<file path="config.mk">
export PLATFORM = sky130hd
export DESIGN_NAME = mem_wb_stage_flat
export DESIGN_NICKNAME = d
export VERILOG_FILES = /design/src/rtl/mem_wb_stage_if.sv /design/src/rtl/mem_wb_stage.sv /design/src/flat_wrapper.sv
export SDC_FILE = /design/constraint.sdc
export NUM_CORES = 1
export LEC_CHECK = 0
export ABC_AREA = 1
export CORE_MARGIN = 5
export CORE_UTILIZATION = 40
export DETAILED_ROUTE_END_ITERATION = 10
export PLACE_DENSITY = 0.7
export SLEW_MARGIN = 20
export SYNTH_ARGS = -nofsm -noshare
export SYNTH_HDL_FRONTEND = slang
export SYNTH_SLANG_ARGS = --single-unit
</file>
<file path="constraint.sdc">
create_clock -name clk -period 5.2 [get_ports clk]
set_clock_uncertainty 0.15 [all_clocks]
set_input_delay 0.78 -clock clk [delete_from_list [all_inputs] [get_ports clk]]
set_output_delay 0.78 -clock clk [all_outputs]
set_load 0.005 [all_outputs]
</file>
<file path="src/rtl/mem_wb_stage_if.sv">
// Half-word SRAM bus between the memory stage (master) and the external SRAM (slave).
interface mem_wb_stage_if #(
  parameter int unsigned SRAM_AW = 18
) ();
  logic [SRAM_AW-1:0] sram_addr;
  logic [15:0]        sram_wdata;
  logic [15:0]        sram_rdata;
  logic               sram_we_n;
  logic               sram_oe_n;

  modport master (
    output sram_addr, sram_wdata, sram_we_n, sram_oe_n,
    input  sram_rdata
  );

  modport slave (
    input  sram_addr, sram_wdata, sram_we_n, sram_oe_n,
    output sram_rdata
  );
endinterface

</file>
<file path="src/rtl/mem_wb_stage.sv">
// Memory stage + MEM/WB register: 32-bit loads/stores as two half-word SRAM transfers.
// Define MEM_ADDR_CHECK_EN to add address checking and the sticky mem_err output.
module mem_wb_stage #(
  parameter int unsigned WAIT_CYCLES = 2,
  parameter int unsigned ADDR_BASE   = 1024,
  parameter int unsigned SRAM_AW     = 18
) (
  input  logic           clk,
  input  logic           rst,
  input  logic           wb_en_in,
  input  logic           mem_r_en,
  input  logic           mem_w_en,
  input  logic [31:0]    alu_res,
  input  logic [31:0]    st_val,
  input  logic [3:0]     dest,
  output logic           freeze,
  mem_wb_stage_if.master sram,
  output logic           writeBackEn,
  output logic [3:0]     Dest_wb,
  output logic [31:0]    Result_WB
`ifdef MEM_ADDR_CHECK_EN
  ,
  output logic           mem_err
`endif
);

  typedef enum logic [1:0] {IDLE, LO, HI, DONE} state_t;

  state_t             state;
  logic [3:0]         wait_cnt;
  logic [31:0]        rd_word;
  logic               req;
  logic               fault;
  logic               fault_q;
  logic [SRAM_AW-1:0] lo_addr;
  logic [SRAM_AW-1:0] hi_addr;

  assign req     = mem_r_en | mem_w_en;
  assign lo_addr = SRAM_AW'(((alu_res - 32'(ADDR_BASE)) >> 2) << 1);
  assign hi_addr = lo_addr | SRAM_AW'(1);

`ifdef MEM_ADDR_CHECK_EN
  logic [31:0] offset;
  assign offset = alu_res - 32'(ADDR_BASE);
  // Word index beyond the SRAM's half-word space shows up as any offset bit above SRAM_AW.
  assign fault  = (alu_res < 32'(ADDR_BASE)) || (alu_res[1:0] != 2'b00) ||
                  ((offset >> (SRAM_AW + 1)) != '0);
`else
  assign fault  = 1'b0;
`endif

  assign freeze = ((state == IDLE) && req) || (state == LO) || (state == HI);

  // Bus outputs are registered on state entry so the strobes never glitch.
  always_ff @(posedge clk or posedge rst) begin
    if (rst) begin
      state           <= IDLE;
      wait_cnt        <= '0;
      rd_word         <= '0;
      fault_q         <= 1'b0;
      sram.sram_addr  <= '0;
      sram.sram_wdata <= '0;
      sram.sram_we_n  <= 1'b1;
      sram.sram_oe_n  <= 1'b1;
`ifdef MEM_ADDR_CHECK_EN
      mem_err         <= 1'b0;
`endif
    end else begin
      unique case (state)
        IDLE: begin
          if (req) begin
            if (fault) begin
              state   <= DONE;
              fault_q <= 1'b1;
`ifdef MEM_ADDR_CHECK_EN
              mem_err <= 1'b1;
`endif
            end else begin
              state           <= LO;
              wait_cnt        <= 4'(WAIT_CYCLES - 1);
              sram.sram_addr  <= lo_addr;
              sram.sram_we_n  <= ~mem_w_en;
              sram.sram_oe_n  <= ~mem_r_en;
              sram.sram_wdata <= mem_w_en ? st_val[15:0] : '0;
            end
          end
        end
        LO: begin
          if (wait_cnt == '0) begin
            if (!sram.sram_oe_n) rd_word[15:0] <= sram.sram_rdata;
            state          <= HI;
            wait_cnt       <= 4'(WAIT_CYCLES - 1);
            sram.sram_addr <= hi_addr;
            if (!sram.sram_we_n) sram.sram_wdata <= st_val[31:16];
          end else begin
            wait_cnt <= wait_cnt - 4'd1;
          end
        end
        HI: begin
          if (wait_cnt == '0) begin
            if (!sram.sram_oe_n) rd_word[31:16] <= sram.sram_rdata;
            state           <= DONE;
            sram.sram_addr  <= '0;
            sram.sram_wdata <= '0;
            sram.sram_we_n  <= 1'b1;
            sram.sram_oe_n  <= 1'b1;
          end else begin
            wait_cnt <= wait_cnt - 4'd1;
          end
        end
        DONE: begin
          state   <= IDLE;
          fault_q <= 1'b0;
        end
      endcase
    end
  end

  // MEM/WB pipeline register; a frozen cycle inserts a bubble.
  always_ff @(posedge clk or posedge rst) begin
    if (rst) begin
      writeBackEn <= 1'b0;
      Dest_wb     <= '0;
      Result_WB   <= '0;
    end else if (freeze) begin
      writeBackEn <= 1'b0;
    end else begin
      writeBackEn <= wb_en_in & ~(fault_q & mem_r_en);
      Dest_wb     <= dest;
      Result_WB   <= mem_r_en ? rd_word : alu_res;
    end
  end

endmodule

</file>
<file path="src/flat_wrapper.sv">
// flat-port wrapper written by rule: the top's interface ports become plain ports
module mem_wb_stage_flat 
#(
  parameter int unsigned WAIT_CYCLES = 2,
  parameter int unsigned ADDR_BASE   = 1024,
  parameter int unsigned SRAM_AW     = 18
)
  (clk, rst, wb_en_in, mem_r_en, mem_w_en, alu_res, st_val, dest, freeze, writeBackEn, Dest_wb, Result_WB, sram_sram_addr, sram_sram_wdata, sram_sram_we_n, sram_sram_oe_n, sram_sram_rdata);
  mem_wb_stage_if #(.SRAM_AW(SRAM_AW)) sram_i ();
  input  logic clk;
  input  logic rst;
  input  logic wb_en_in;
  input  logic mem_r_en;
  input  logic mem_w_en;
  input  logic [31:0] alu_res;
  input  logic [31:0] st_val;
  input  logic [3:0] dest;
  output logic freeze;
  output logic writeBackEn;
  output logic [3:0] Dest_wb;
  output logic [31:0] Result_WB;
  output wire logic [$bits(sram_i.sram_addr)-1:0] sram_sram_addr;
  output wire logic [$bits(sram_i.sram_wdata)-1:0] sram_sram_wdata;
  output wire logic [$bits(sram_i.sram_we_n)-1:0] sram_sram_we_n;
  output wire logic [$bits(sram_i.sram_oe_n)-1:0] sram_sram_oe_n;
  input wire logic [$bits(sram_i.sram_rdata)-1:0] sram_sram_rdata;
  assign sram_sram_addr = sram_i.sram_addr;
  assign sram_sram_wdata = sram_i.sram_wdata;
  assign sram_sram_we_n = sram_i.sram_we_n;
  assign sram_sram_oe_n = sram_i.sram_oe_n;
  assign sram_i.sram_rdata = sram_sram_rdata;
  mem_wb_stage #(.WAIT_CYCLES(WAIT_CYCLES), .ADDR_BASE(ADDR_BASE), .SRAM_AW(SRAM_AW)) u_core (.clk(clk), .rst(rst), .wb_en_in(wb_en_in), .mem_r_en(mem_r_en), .mem_w_en(mem_w_en), .alu_res(alu_res), .st_val(st_val), .dest(dest), .freeze(freeze), .sram(sram_i), .writeBackEn(writeBackEn), .Dest_wb(Dest_wb), .Result_WB(Result_WB));
endmodule
</file>
==> Yosys cells after proc, flatten, opt, wreduce, memory -nomap -nowiden <==
Index checks and enable logic that the tools add are counted.
Widths: inputs -> output; s select.
{ "op_classes": {"addsub": 2, "n_eq_ne": 8, "n_mux": 25, "bitwise_logic": 4, "reduce_logical": 14} }
{ "ops": {"columns": ["op", "n"], "rows": [
  ["$mux 16", 5],
  ["$mux 18", 3],
  ["$pmux 18 s3", 1],
  ["$pmux 16 s3", 1],
  ["$mux 32", 1],
  ["$sub 19x11->19 const B", 1],
  ["$reduce_and 3->1", 5],
  ["$mux 4", 3],
  ["$pmux 4 s3", 1],
  ["$ne 2x2->1 const B", 4],
  ["$pmux 2 s4", 1],
  ["$mux 2", 3],
  ["$reduce_and 5->1", 1],
  ["$eq 2x2->1 const B", 2],
  ["$logic_not 4->1", 1],
  ["$mux 1", 4],
  ["$pmux 1 s2", 2],
  ["$reduce_and 4->1", 1],
  ["$sub 4x1->4 const B", 1],
  ["$not 1->1", 3],
  ["$reduce_bool 3->1", 1],
  ["$eq 2x1->1 const B", 1],
  ["$logic_not 2->1", 1],
  ["$logic_or 1x1->1", 2],
  ["other kinds (4)", 4]
]} }
{ "totals": {"ff_bits": 111, "inputBits": 89} }

==> Logic depth before layout (Yosys ltp) <==
{ "depth": {"depth_word": 5, "ltp_mapped": 10, "depth_no_buf": 9} }

==> Worst setup path after synthesis <==
Ideal clock, no wire load.
{ "synth_path": {"path_kind": "input to output", "start": "input port mem_w_en", "end": "output port freeze", "arrival_time_ns": 1.477, "required_ns": 4.270, "slack_ns": 2.793, "cell_stages": 6, "path_buffers": 2, "cell_sequence": "buf_4 -> nor2_4 -> nor2_2 -> nor2_4 -> inv_2 -> buf_4"} }
{ "synth_between": {"elab_chain_len": 4} }
{ "synth_rtl": {"columns": ["element", "line_no", "rtl"], "rows": [
  ["from (decl)", "flat_wrapper.sv:14", "input logic mem_w_en;"],
  ["$or 1x1->1", "mem_wb_stage.sv:38", "assign req = mem_r_en | mem_w_en;"],
  ["$logic_and 1x1->1", "mem_wb_stage.sv:52", "assign freeze = ((state == IDLE) && req) || (state == LO) || (state == HI);"],
  ["$logic_or 1x1->1 (2 in a row)", "mem_wb_stage.sv:52", null],
  ["to (decl)", "flat_wrapper.sv:18", "output logic freeze;"]
]} }
Every way passes these cells.

==> Final worst setup path <==
Same ends and word-level chain as after synthesis.

==> impl_metrics.ini <==
[timing]
post-route-period-util_pct = 70.55
drv_slew = 0
final-hold-violation-count = 0
final.setup.tns_ns = 0
slew-limit-headroom_pct = 30.89
min_period_ns = 3.669
setup_viol = 0
worst_pin_slew_ns = 1.034
fmax_mhz = 272.6
rsz0062_at_grt = false

[setup_path]
critPathCaptureType = output port
r2r-end = u_core.rd_word[7]
crit_type = in2out
r2r_slack_ns = 2.77
r2r_cells = 6
crit_arrival_ns = 2.74
path_max_fanout = 18
cp-start-kind = input pin
worstPathRequired_ns = 4.27
r2r-start = u_core.wait_cnt[0]

[logic_synthesis]
netlist_area_um2 = 5218
synth.top_cell.area_share_pct = 52.28
ys_seq_elements = 111
synth.lib_cells_used.distinct = 25
async_reset_ff_share_pct = 100.0
syn_area_per_cell_um2 = 7.941
synth_edf_count = 0
ys_seq_area_share_pct = 53.29
mappedNetlistNets = 754
synth_top_area_cell = dfrtp_1
yosysWarnings = 0
netlist_top_cells_area = dfrtp_1, nand2_1, o21ai_0, inv_1, nand3_1
synth_ff_type = dfrtp_1
yosysMostFrequentCell = nand2_1
syn_inst = 657
synth_commonest_cells = nand2_1, dfrtp_1, o21ai_0

[job]
maxCapViolCount = 0

[routing]
wire_per_inst_um = 13.92
drc = 0
ant_nets = 0
vias = 4586
drt_first_pass_iters = 5
vias_per_cell = 4.680
drtIter0Drc = 317
drt-total-wl_um = 13640

[placed_design]
place.gp.congestion = 0.8284
detailed_place_hpwl_um = 10140
portBuffers = 162

[floorplanning]
start_util_pct = 41.01
rows = 41
dieWidth_um = 124.2
num_io_pins = 163
die_h_um = 124.2
dieArea_um2 = 15430
coreArea_um2 = 12720

[hold_path]
min_path_cells = 2
hold_path_class = reg2reg
hp-start = u_core.Dest_wb[3]
holdPathEnd = u_core.Dest_wb[3]

[global_route]
antenna_found_initial = 2
grt_pass1_vias = 4872
use_met3_pct = 6.046
grt_overflow = 0
grt_pass1_wl_um = 23350
grt_start_max_net_pins = 79
gr-usage-all-layers_pct = 17.96
top_usage_layer = met2
grt_util_met1_pct = 22.51
met2_usage_pct = 30.18

[clocking]
cts_hold_buf = 0
path_clk_slew_ns = 0.07
clk_latency_ns = 0.34
htreeDepth = 3
cts-resized-gates = 0
clockBufferDepth = 2
numCtsBuffers = 9
cts.sinks = 111
clockRootBuffer = clkbuf_16
cts_tree = built
postCtsSetupBuffers = 0

[cells_and_area]
final_nets = 900
insertedDiodeCount = 0
finalCoreUtilization_pct = 57.10
drive_above_1_share_pct = 4.332
areaGrowthSynthToFinish_pct = 39.23
final.fill_count = 1176
regArea_um2 = 2780
multiInputGateArea_um2 = 2003

[power]
power.density_nw_per_um2 = 600.9
leakage_nw = 3.629
vdd_ir_drop_max_mv = 0.2619

[run_status]
outcome = finished, final reports clean
==> power breakdown <==
group          total [mW]  switching (mW)  internal (mW)
logic                2.05            1.14          0.908
registers            1.52           0.229           1.29
clock network       0.797           0.310          0.487
==> how the worst max path moves through the flow <==
stage	from	end	cells past startpoint
6_report	mem_w_en	freeze	6
5_1_grt	mem_w_en	freeze	6
4_1_cts	mem_w_en	freeze	6
3_5_place_dp	mem_w_en	freeze	6
3_3_place_gp	mem_w_en	freeze	6
2_1_floorplan	rst	u_core.Dest_wb[0]	1
==> kinds of logic after synthesis <==
logic type | share of synthesized area [%]
AND/OR/NAND/NOR | 24.17
buffers and inverters | 8.321
XOR/XNOR | 0.6714
AO/OA/AOI/OAI | 11.63
adder cells (fa/ha/maj) | 1.919
flip-flops | 53.29
==> worst max-delay path, cell delays in order <==
cell and delay [ns]:
clkdlybuf4s50_1 0.78, nor2_4 0.31, nor2_2 0.07, nor2_4 0.27
inv_2 0.06, clkdlybuf4s50_1 0.45
==> registers in the layout, indices dropped and copies added (netlist names) <==
register                flops
u_core.Result_WB           32
u_core.rd_word             32
u_core.Dest_wb              4
u_core.wait_cnt             4
u_core.sram.sram_we_n       1
u_core.state                2
u_core.sram.sram_oe_n       1
u_core.writeBackEn          1
u_core.sram.sram_addr      18
u_core.sram.sram_wdata     16
==> routing by layer <==
layer	vias up	part of all wire, %
li1	2334	-
met5	-	0.21
met3	22	7.6
met2	134	48
met4	4	1.0
met1	2092	43
==> area by class of cell <==
type / count / share of cell area [%]
Multi-Input combinational cell: 444 / 27.57
Clock buffer: 10 / 3.290
Clock inverter: 6 / 1.585
Timing Repair Buffer: 165 / 22.56
Inverter: 72 / 3.755
Tap cell: 172 / 2.962
Sequential cell: 111 / 38.27
==> cell usage in the layout, fill, tap and decap left out, types with 4 or more instances in the layout <==
cell / synthesis / final
nor2_1: 16 / 16
nor2_4: 4 / 4
ha_1: 8 / 8
inv_1: 69 / 68
nand2_1: 264 / 264
nand3_1: 25 / 25
dfrtp_1: 109 / 109
clkbuf_16: 0 / 9
clkdlybuf4s50_1: 0 / 161
o21ai_1: 17 / 17
xor2_1: 4 / 4
o21ai_0: 96 / 96
==> metrics by stage <==
| step | setup WS, ns | instance area, µm² | total power, mW | cells | hold slack [ns] |
|---|---|---|---|---|---|
| floorplan | 1.343 | 5218 | 2.745 | 657 | 0.3029 |
| global placement | 1.572 | 6910 | 3.522 | 964 | 0.3065 |
| detailed placement | 1.524 | 6910 | 3.601 | 964 | 0.3142 |
| CTS | 1.522 | 7264 | 4.418 | 980 | 0.3312 |
| global route | 1.364 | 7264 | 4.780 | 980 | 0.3572 |
| finish | 1.531 | 7264 | 4.365 | 980 | 0.3287 |
No activity file was read; power rests on OpenSTA's default activity.
